File: src/rtl/issue_scoreboard_pkg.sv
// Shared constants for the ID-stage issue scoreboard: register-file geometry and counter width.
// The x0 index is never tracked, because writes to it are architecturally discarded.
package issue_scoreboard_pkg;

   localparam int NREG     = 32;
   localparam int RA_W     = 5;
   localparam int SB_CNT_W = 2;

   localparam logic [RA_W-1:0] ZERO_REG = '0;

endpackage

File: src/rtl/issue_scoreboard_sb_counter.sv
// Pending-write counter for one architectural register. It saturates at both ends,
// and an inc together with a dec in the same cycle leaves the count unchanged.
module sb_counter
   import issue_scoreboard_pkg::*;
#(
   parameter int CNT_W = SB_CNT_W
) (
   input  logic             clk,
   input  logic             reset,
   input  logic             inc,
   input  logic             dec,
   output logic [CNT_W-1:0] cnt,
   output logic             busy
);

   localparam logic [CNT_W-1:0] CNT_MAX = '1;
   localparam logic [CNT_W-1:0] CNT_ONE = {{(CNT_W-1){1'b0}}, 1'b1};

   logic [CNT_W-1:0] r_cnt;

   always_ff @(posedge clk) begin
      if (reset) begin
         r_cnt <= '0;
      end else if (inc && !dec && (r_cnt != CNT_MAX)) begin
         r_cnt <= r_cnt + CNT_ONE;
      end else if (dec && !inc && (r_cnt != '0)) begin
         r_cnt <= r_cnt - CNT_ONE;
      end
   end

   assign cnt  = r_cnt;
   assign busy = (r_cnt != '0);

`ifndef SYNTHESIS
   // A writeback with nothing pending means the pipeline lost track of an instruction.
   always_ff @(posedge clk) begin
      if (!reset) begin
         assert (!(dec && (r_cnt == '0)))
            else $error("sb_counter: writeback with no pending write");
      end
   end
`endif

endmodule

File: src/rtl/issue_scoreboard.sv
// In-order issue scoreboard: holds ID on RAW hazards and on counter saturation until writeback.
// Optional hazard-stall statistics are enabled by the SB_STATS_EN macro.
module issue_scoreboard
   import issue_scoreboard_pkg::*;
#(
   parameter int NREG_P = NREG,
   parameter int RA_W_P = RA_W,
   parameter int CNT_W  = SB_CNT_W
) (
   input  logic              clk,
   input  logic              reset,
   input  logic              ds_valid,
   input  logic [RA_W_P-1:0] ds_rs1,
   input  logic              ds_rs1_en,
   input  logic [RA_W_P-1:0] ds_rs2,
   input  logic              ds_rs2_en,
   input  logic [RA_W_P-1:0] ds_rd,
   input  logic              ds_we,
   input  logic              ex_allow_in,
   input  logic              flush,
   input  logic              wb_valid,
   input  logic              wb_we,
   input  logic [RA_W_P-1:0] wb_rd,
   output logic              ds_ready_go,
   output logic              ds_fire,
   output logic [NREG_P-1:0] busy_vec,
   output logic [31:0]       stall_cnt
);

   localparam logic [CNT_W-1:0]  CNT_MAX = '1;
   localparam logic [RA_W_P-1:0] ZERO_IDX = RA_W_P'(ZERO_REG);

   logic [NREG_P-1:0]            w_busy;
   logic [NREG_P-1:0][CNT_W-1:0] w_cnt;

   logic w_inc;
   logic w_dec;
   logic w_rs1_hz;
   logic w_rs2_hz;
   logic w_rd_sat;
   logic w_hazard;

   // x0 has no counter; it always reads as idle.
   assign w_busy[0] = 1'b0;
   assign w_cnt[0]  = '0;

   assign w_inc = ds_fire && ds_we && (ds_rd != ZERO_IDX);
   assign w_dec = wb_valid && wb_we && (wb_rd != ZERO_IDX);

   genvar gi;
   generate
      for (gi = 1; gi < NREG_P; gi = gi + 1) begin : g_reg
         logic w_inc_hit;
         logic w_dec_hit;

         assign w_inc_hit = w_inc && (ds_rd == RA_W_P'(gi));
         assign w_dec_hit = w_dec && (wb_rd == RA_W_P'(gi));

         sb_counter #(
            .CNT_W (CNT_W)
         ) u_cnt (
            .clk   (clk),
            .reset (reset),
            .inc   (w_inc_hit),
            .dec   (w_dec_hit),
            .cnt   (w_cnt[gi]),
            .busy  (w_busy[gi])
         );
      end
   endgenerate

   // Hazards are judged from registered counts only; a same-cycle writeback is not bypassed.
   assign w_rs1_hz = ds_rs1_en && (ds_rs1 != ZERO_IDX) && w_busy[ds_rs1];
   assign w_rs2_hz = ds_rs2_en && (ds_rs2 != ZERO_IDX) && w_busy[ds_rs2];
   assign w_rd_sat = ds_we && (ds_rd != ZERO_IDX) && (w_cnt[ds_rd] == CNT_MAX);
   assign w_hazard = w_rs1_hz || w_rs2_hz || w_rd_sat;

   assign ds_ready_go = !w_hazard && !flush;
   assign ds_fire     = ds_valid && ds_ready_go && ex_allow_in;
   assign busy_vec    = w_busy;

`ifdef SB_STATS_EN
   logic [31:0] r_stall_cnt;

   // Only hazard stalls are counted; back-pressure from EX alone is not the scoreboard's doing.
   always_ff @(posedge clk) begin
      if (reset) begin
         r_stall_cnt <= '0;
      end else if (ds_valid && !flush && w_hazard && ex_allow_in) begin
         r_stall_cnt <= r_stall_cnt + 32'd1;
      end
   end

   assign stall_cnt = r_stall_cnt;
`else
   assign stall_cnt = '0;
`endif

endmodule

File: config.mk
export PLATFORM = sky130hd
export DESIGN_NAME = issue_scoreboard
export DESIGN_NICKNAME = d
export VERILOG_FILES = /design/src/rtl/issue_scoreboard_pkg.sv /design/src/rtl/issue_scoreboard_sb_counter.sv /design/src/rtl/issue_scoreboard.sv
export SDC_FILE = /design/constraint.sdc
export NUM_CORES = 1
export LEC_CHECK = 0
export CAP_MARGIN = 20
export CORE_MARGIN = 3
export CORE_UTILIZATION = 50
export CTS_CLUSTER_SIZE = 10
export DETAILED_ROUTE_END_ITERATION = 8
export PLACE_DENSITY_LB_ADDON = 0.05
export SYNTH_ARGS = -nofsm -noshare
export SYNTH_HDL_FRONTEND = slang
export SYNTH_SLANG_ARGS = --single-unit
export TNS_END_PERCENT = 30
File: constraint.sdc
create_clock -name clk -period 3.8 [get_ports clk]
set_input_delay 0.95 -clock clk [delete_from_list [all_inputs] [get_ports clk]]
set_output_delay 0.95 -clock clk [all_outputs]
set_load 0.03 [all_outputs]
==> flow_summary.ini <==
[critical_path]
required_ns = 2.85
startpoint = ds_rs1[2]
r2r_slack_ns = 0.58
arrival_ns = 2.88
cp_max_fo = 5
r2r-end = g_reg[16].u_cnt.cnt[0]
crit_end = ds_ready_go
r2r-start = g_reg[29].u_cnt.cnt[1]
crit_type = in2out
worstSetupEndpointType = output pin
critPathLaunchType = input port
reg2reg_depth = 10

[global_routing]
gr-usage-all-layers_pct = 33.40
grt_pass1_vias = 6510
gr-total-overflow = 0
grt_first_pass_wirelength_um = 36740
grt_start_max_net_pins = 40
antenna_found_initial = 0

[floorplan]
fp.dieArea_um2 = 13820
pin_count = 96
core_area_um2 = 12110
die_h_um = 117.6
start_util_pct = 51.39
die_w_um = 117.6
num_rows = 40

[clocking]
cts_tree = done
htree_levels = 3
clockRootBuffer = clkbuf_16
clkLatencyLatePin_ns = 0.34
cts_buffer_depth = 2
cts_num_sinks = 62
cts_buffers = 9
clk_pin_slew_worst_paths_ns = 0.05

[route]
wire_per_inst_um = 21.78
drt.antenna.violating_nets = 0
drc = 0
drt_first_pass_iters = 5
drt-initial-drc-count = 764
viasPerCell = 6.414
drt_wl_total_um = 23760
vias = 6998

[layout]
syn_to_final_growth_pct = 27.76
mostFrequentLayoutCell = buf_4
drive_gt1_share_pct = 25.14
layout_common_cells = 111 x buf_4, 68 x nor2_1, 62 x dfxtp_1, 50 x nand2_1, 47 x clkdlybuf4s50_1
largest_register_ffs = 62
fillers = 1069
fin_cells = 1091
design_area_um2 = 7953
utilization_pct = 65.66
nNetsFinal = 950
diodes = 0

[timing]
skew_ns = 0.005125
grt_setup_unrepaired = yes
layout_setup_ws_ns = -0.02601
hold_viol = 0
setup_viol = 2
maxSlewHeadroom_pct = 42.09
slew_viol_final = 0
period_needed_ns = 3.826
fin_crit_sh_pct = 100.7
fmax_mhz = 261.4
worstMarginPinSlew_ns = 0.8686

[worst_hold_path]
hold_path.class = reg2reg

[yosys]
syn_area_um2 = 6225
ys_seq_area_share_pct = 19.94
yosys_warnings = 0
synth_edf_count = 0
synth_cell_type_count = 71
syn_area_per_cell_um2 = 7.742
synthFlopType = dfxtp_1
ys_seq_elements = 62
synthArstFlopShare_pct = 0
synthesis.instances = 804

[placed_design]
place_congestion = 1.031
dp.cells = 1056
placed_area_um2 = 7337
place_ws_ns = -0.6012
io_buffers = 62
dp_hpwl_um = 17910

[run_status]
violations = negative setup slack
status = finished with violations

[power]
leakage_nw = 3.095
power_mw = 1.835
peakVddDrop_v = 0.0002284
p_per_area_nw_per_um2 = 230.8

[job]
cap_violations = 0
[power by group]
| part | total, mW | internal [mW] | leakage [nW] | switching (mW) |
|---|---|---|---|---|
| logic | 0.400 | 0.153 | 2.46 | 0.246 |
| clock network | 0.779 | 0.486 | 0.138 | 0.293 |
| registers | 0.657 | 0.653 | 0.499 | 0.00380 |
| total | 1.84 | 1.29 | 3.10 | 0.543 |
[worst max-delay path: stages]
cell,delay [ns]
buf_6,0.10
buf_12,0.13
mux4_2,0.50
mux4_2,0.49
nor2_2,0.17
o21bai_4,0.15
or2_4,0.19
nor2_4,0.06
buf_12,0.14
[metal layers]
layer,wire length [um],track usage (%),vias to the layer above
li1,-,-,3158
met1,9460,43.74,3311
met2,10460,51.66,447
met3,2686,9.082,82
met4,1154,14.80,0
met5,0,0,-
[through the flow]
step | setup TNS, ns | hold WS [ns]
after global placement | -13.41 | 0.5085
final | -0.04120 | 0.5277
after detailed placement | -16.25 | 0.5087
after floorplan | 0 | 0.4704
after CTS | -0.02413 | 0.5189
after global routing | -0.2376 | 0.5473
[area by class of cell]
type                       count  area [um^2]  area share (%)
multi-input combinational    627         4433           55.74
timing repair buffer         184         1658           20.85
sequential                    62         1241           15.61
clock buffer                  13        270.3           3.398
tap                          168        210.2           2.643
inverter                      36        135.1           1.699
clock inverter                 1        5.005         0.06293
[synthesized netlist by cell type (15+ instances only)]
library cell / instances / share of area, %
a211oi_1: 29 / 3.5
a21oi_1: 28 / 2.3
a31oi_1: 22 / 2.2
and3_1: 17 / 1.7
buf_4: 68 / 8.2
clkbuf_1: 27 / 1.6
dfxtp_1: 62 / 20
inv_1: 36 / 2.2
mux4_2: 22 / 8.0
nand2_1: 50 / 3.0
nand3_1: 28 / 2.3
nand4_1: 24 / 2.4
nor2_1: 72 / 4.3
nor2b_1: 21 / 2.1
nor3_1: 15 / 1.2
nor4_1: 16 / 1.6
o21ai_0: 33 / 2.7
xnor2_1: 20 / 2.8
[worst min path at each step]
stage / startpoint / endpoint / slack (ns) / depth (start not counted)
2_1_floorplan: g_reg[14].u_cnt.cnt[1] / g_reg[14].u_cnt.cnt[1] / 0.47 / 2
3_3_place_gp: g_reg[27].u_cnt.cnt[1] / g_reg[27].u_cnt.cnt[1] / 0.51 / 2
3_5_place_dp: g_reg[26].u_cnt.cnt[1] / g_reg[26].u_cnt.cnt[1] / 0.51 / 2
4_1_cts: g_reg[26].u_cnt.cnt[1] / g_reg[26].u_cnt.cnt[1] / 0.52 / 2
5_1_grt: g_reg[26].u_cnt.cnt[1] / g_reg[26].u_cnt.cnt[1] / 0.55 / 2
6_report: g_reg[26].u_cnt.cnt[1] / g_reg[26].u_cnt.cnt[1] / 0.53 / 2
[cell families after synthesis]
family | after synthesis | share of synthesized area (%)
compound gates | 211 | 24.18
other cells | 1 | 0.06024
flops | 62 | 19.94
simple gates | 315 | 27.32
mux | 39 | 10.93
xor+xnor | 29 | 4.081
buf+inv | 147 | 13.49
[what timing repair did]
action,4_1_cts,5_1_grt
setup buffers,16,4
gates resized for setup,54,26
gates cloned,2,0
pin swaps,16,16
hold buffers,0,0
setup endpoints to repair,21,23
No activity file was read; power rests on OpenSTA's default activity.
